File: src/rtl/noc_link_buffer.sv
// Credit-based NoC link buffer: local flit FIFO advertised upstream as credits,
// forwarding registered flits downstream only while downstream credits remain.
module noc_link_buffer #(
  parameter int FLIT_WIDTH         = 128,
  parameter int DEST_WIDTH         = 6,
  parameter int BUFFER_DEPTH       = 4,
  parameter int DOWNSTREAM_CREDITS = 1
) (
  input  logic                                  clk_noc,
  input  logic                                  rst_noc_sync,
  input  logic [FLIT_WIDTH-1:0]                 data_in,
  input  logic [DEST_WIDTH-1:0]                 dest_in,
  input  logic                                  is_tail_in,
  input  logic                                  send_in,
  output logic                                  credit_out,
  output logic [FLIT_WIDTH-1:0]                 data_out,
  output logic [DEST_WIDTH-1:0]                 dest_out,
  output logic                                  is_tail_out,
  output logic                                  send_out,
  input  logic                                  credit_in,
  output logic [$clog2(BUFFER_DEPTH+1)-1:0]     occupancy,
  output logic                                  overflow_err,
  output logic                                  credit_err
);

  localparam int ENTRY_W = FLIT_WIDTH + DEST_WIDTH + 1;
  localparam int PTR_W   = $clog2(BUFFER_DEPTH);
  localparam int OCC_W   = $clog2(BUFFER_DEPTH + 1);
  localparam int CRD_W   = $clog2(DOWNSTREAM_CREDITS + 1);

  logic [ENTRY_W-1:0] mem [BUFFER_DEPTH];

  logic [PTR_W-1:0] wr_ptr_reg, wr_ptr_next;
  logic [PTR_W-1:0] rd_ptr_reg, rd_ptr_next;
  logic [OCC_W-1:0] count_reg, count_next;
  logic [CRD_W-1:0] credit_reg, credit_next;
  logic             overflow_reg, overflow_next;
  logic             credit_err_reg, credit_err_next;
  logic             send_reg, credit_out_reg;
  logic [ENTRY_W-1:0] out_reg;

  logic pop, push, full, credit_full;

  always_comb begin
    full        = (count_reg == OCC_W'(BUFFER_DEPTH));
    credit_full = (credit_reg == CRD_W'(DOWNSTREAM_CREDITS));
    pop         = (count_reg != '0) && (credit_reg != '0);
    // A pop on the same edge frees the slot, so a full FIFO still accepts.
    push        = send_in && (!full || pop);

    wr_ptr_next = wr_ptr_reg;
    rd_ptr_next = rd_ptr_reg;
    count_next  = count_reg;
    credit_next = credit_reg;
    overflow_next   = overflow_reg || (send_in && full && !pop);
    credit_err_next = credit_err_reg || (credit_in && !pop && credit_full);

    if (push)
      wr_ptr_next = (wr_ptr_reg == PTR_W'(BUFFER_DEPTH - 1)) ? '0 : wr_ptr_reg + PTR_W'(1);
    if (pop)
      rd_ptr_next = (rd_ptr_reg == PTR_W'(BUFFER_DEPTH - 1)) ? '0 : rd_ptr_reg + PTR_W'(1);

    case ({push, pop})
      2'b10:   count_next = count_reg + OCC_W'(1);
      2'b01:   count_next = count_reg - OCC_W'(1);
      default: count_next = count_reg;
    endcase

    if (pop && !credit_in)
      credit_next = credit_reg - CRD_W'(1);
    else if (credit_in && !pop && !credit_full)
      credit_next = credit_reg + CRD_W'(1);
  end

  // Storage has no reset so it maps onto block/distributed RAM.
  always_ff @(posedge clk_noc) begin
    if (!rst_noc_sync && push)
      mem[wr_ptr_reg] <= {data_in, dest_in, is_tail_in};
  end

  always_ff @(posedge clk_noc) begin
    if (rst_noc_sync) begin
      wr_ptr_reg     <= '0;
      rd_ptr_reg     <= '0;
      count_reg      <= '0;
      credit_reg     <= CRD_W'(DOWNSTREAM_CREDITS);
      overflow_reg   <= 1'b0;
      credit_err_reg <= 1'b0;
      send_reg       <= 1'b0;
      credit_out_reg <= 1'b0;
      out_reg        <= '0;
    end else begin
      wr_ptr_reg     <= wr_ptr_next;
      rd_ptr_reg     <= rd_ptr_next;
      count_reg      <= count_next;
      credit_reg     <= credit_next;
      overflow_reg   <= overflow_next;
      credit_err_reg <= credit_err_next;
      send_reg       <= pop;
      credit_out_reg <= pop;
      if (pop)
        out_reg <= mem[rd_ptr_reg];
    end
  end

  assign {data_out, dest_out, is_tail_out} = out_reg;
  assign send_out     = send_reg;
  assign credit_out   = credit_out_reg;
  assign occupancy    = count_reg;
  assign overflow_err = overflow_reg;
  assign credit_err   = credit_err_reg;

endmodule

File: config.mk
export PLATFORM = sky130hd
export DESIGN_NAME = noc_link_buffer
export DESIGN_NICKNAME = d
export VERILOG_FILES = /design/src/rtl/noc_link_buffer.sv
export SDC_FILE = /design/constraint.sdc
export NUM_CORES = 1
export LEC_CHECK = 0
export BUFFER_PORTS_ARGS = -buffer_cell sky130_fd_sc_hd__buf_2
export CAP_MARGIN = 20
export CORE_MARGIN = 1.5
export CORE_UTILIZATION = 58
export CTS_CLUSTER_DIAMETER = 40
export DETAILED_ROUTE_END_ITERATION = 10
export MAX_ROUTING_LAYER = met4
export PLACE_DENSITY = 0.79
export SYNTH_ARGS = -nofsm -noshare
export SYNTH_HDL_FRONTEND = slang
export SYNTH_SLANG_ARGS = --single-unit
File: constraint.sdc
create_clock -name clk_noc -period 6 [get_ports clk_noc]
set_input_delay 0 -clock clk_noc [delete_from_list [all_inputs] [get_ports clk_noc]]
set_output_delay 0 -clock clk_noc [all_outputs]
set_load 0.01 [all_outputs]
==> flow_summary.yaml <==
setup_path:
  path_cells: "inv_1 -> o41ai_1 -> nor2_1 -> and2_4 -> buf_4"
  cpMaxStageDelayCell: "o41ai_1"
  critical-path-top-delay-family: "compound AO/OA/AOI/OAI gates"
  crit_path_max_fanout: 54
  cp-start-kind: "flop"
  path_buf_inv: 2
  crit_type: "reg -> reg"
  worst_ep_arrival_time_ns: 3.10
  worst_setup_path_end_kind: "flop"
  critical_path_required_ns: 6.24
  critical_path.max_stage_delay_ns: 0.68
power:
  p_switching_w: 0.003859
  clkPwrFrac_pct: 36.1
  p_leak_nw: 10.82
  powerDensity_nw_per_um2: 462.4
  combPwrFrac_pct: 20.2
  p_int_w: 0.01014
  power_frac_seq_pct: 43.7
  switching_share_pct: 27.56
  ir_drop_mv: 0.4807
sta:
  worst_pin_slew_ns: 1.004
  relSlewSlack_pct: 33.07
  max_freq_ghz: 0.3489
  hold_viol: 0
  period_needed_ns: 2.866
  fin_skew_ns: 0.02654
  grt_setup_unrepaired: "no"
  setup_viol_count_final: 0
  fin_tns_setup_ns: 0
  slew_viol_final: 0
  finalCritPeriodShare_pct: 47.77
logic_synthesis:
  synth_area_um2: 24120
  synth_ff_type: "edfxtp_1"
  synth_area_leaders: "edfxtp_1 (67%), mux4_2 (13%), dfxtp_1 (12%)"
  ys_ff_latch: 686
  yosys.area.top_type: "edfxtp_1"
  syn_avg_cell_area_um2: 22.19
  syn_nets: 1232
  ys_seq_area_share_pct: 79.34
  synth_top_cell_area_share_pct: 67.22
  synth.most_common_cell: "edfxtp_1"
  yosys_warnings: 0
  synth_edf_count: 540
  synthCells: 1087
  synth-async-reset-ratio_pct: 0
  synth.distinct_cells: 34
  synth_common_cells: "edfxtp_1 (540), dfxtp_1 (146), a22o_1 (135), mux4_2 (135), buf_2 (32)"
clock_tree:
  clock-sinks: 686
  htree_levels: 3
  cts_hold_buffers: 139
  clkTransAtPathRegs_ns: 0.06
  clock_latency_ns: 0.62
  cts_buffer_depth: 3
  root_buffer: "clkbuf_16"
  numCtsBuffers: 83
  cts_tree: "done"
  postCtsSetupRepairBufs: 0
  cts_resized: 0
drt:
  drc: 0
  via_per_inst: 5.865
  vias: 12560
  antenna_left: 0
  routed_wl_um: 52880
  first_iter_violations: 1119
  detail_route.wl_per_cell_um: 24.69
  dr.pass1.iters: 7
cells_and_area:
  drive_gt1_share_pct: 35.88
  final_cell_area_um2: 30280
  areaGrowthSynthToFinish_pct: 25.51
  largest_register_ffs: 540
  fillCellCount: 2220
  nets: 1683
grt:
  antenna_found_initial: 1
  grt-ovfl-total: 0
  grt_usage_pct: 25.85
  grt_pass1_wl_um: 78620
  grt_max_degree: 109
  grt_pass1_vias: 13360
floorplanning:
  core_area_um2: 40920
  io_pins: 281
  start_util_pct: 58.95
  die_width_um: 206.9
  die_h_um: 206.9
  die-area_um2: 42820
  rows: 74
placement:
  io_buffers: 280
  place_area_um2: 26040
  dp_hpwl_um: 27060
  gp_congestion: 0.7493
min_path:
  hold_path_class: "in -> reg"
status:
  status: "completed"
job:
  maxCapViolations: 0
## worst register-to-register path: stages (launching register included)
cell,delay [ns]
dfxtp_1,0.55
inv_1,0.15
o41ai_1,0.68
nor2_1,0.19
and2_4,0.39
buf_4,0.49
## worst paths after layout
kind,startpoint,endpoint,slack (ns),cells past startpoint
setup / recovery,occupancy[2],mem[0][68],3.13,5
hold / removal,data_in[98],mem[3][105],0.13,2
setup reg to reg,occupancy[2],mem[0][68],3.13,5
hold reg to reg,credit_err,credit_err,0.47,2
## layout by cell type (no fill, tap or decap), drive strengths merged, types with 8 or more instances in the layout
cell type    Yosys  routed
clkbuf          24     100
nor2            11      11
a22o           135     135
inv              6      21
dlygate4sd3      0     139
dfxtp          146     146
edfxtp         540     540
mux4           135     135
buf             42     293
clkinvlp         0       8
clkinv           0      23
bufinv           0       9
nand2            8       8
## cell families after synthesis
kind of cell / count (synthesis) / synth area share (%)
compound gates: 150 / 5.358
flops: 686 / 79.34
simple gates: 35 / 0.7158
buf+inv: 72 / 1.520
fa+ha+maj: 6 / 0.3423
mux: 138 / 12.73
## area by class of cell
class	count	area, um2	share of cell area (%)
Antenna cell	2	5.005	0.01653
Clock buffer	100	2203	7.277
Tap cell	532	665.6	2.198
Sequential cell	686	19150	63.23
Multi-Input combinational cell	329	4641	15.33
Clock inverter	55	641.9	2.120
Inverter	6	22.52	0.07438
Timing Repair Buffer	432	2953	9.752
## power groups by stage
stage                     registers (W)  clock network (W)  logic, W
after floorplan                 0.00615                  0   0.00179
after global placement          0.00616                  0   0.00267
after detailed placement        0.00618                  0   0.00273
after CTS                       0.00611            0.00512   0.00283
after global routing            0.00618            0.00532   0.00303
final                           0.00611            0.00506   0.00283
## metal layers
layer  routed length (um)  vias to the layer above  track usage [%]
met1                20360                     6492            31.58
met3                 3433                       97            6.264
li1                     -                     5477                -
met4                 1308                        0            8.505
met2                27780                      497            42.71
met5                    0                        -                -
## metrics by stage
stage	setup slack (ns)	total power, W	utilization, %	std cells	hold WS, ns
2_1_floorplan	1.500	0.007942	-	1087	0.09887
3_3_place_gp	3.204	0.008826	63.62	1846	0.2097
3_5_place_dp	3.186	0.008903	63.62	1846	0.2168
4_1_cts	3.166	0.01406	73.97	2140	0.1056
5_1_grt	2.921	0.01452	73.98	2141	0.1226
6_report	3.134	0.01400	73.99	2142	0.1325
Power figures use the tool's default switching activity.
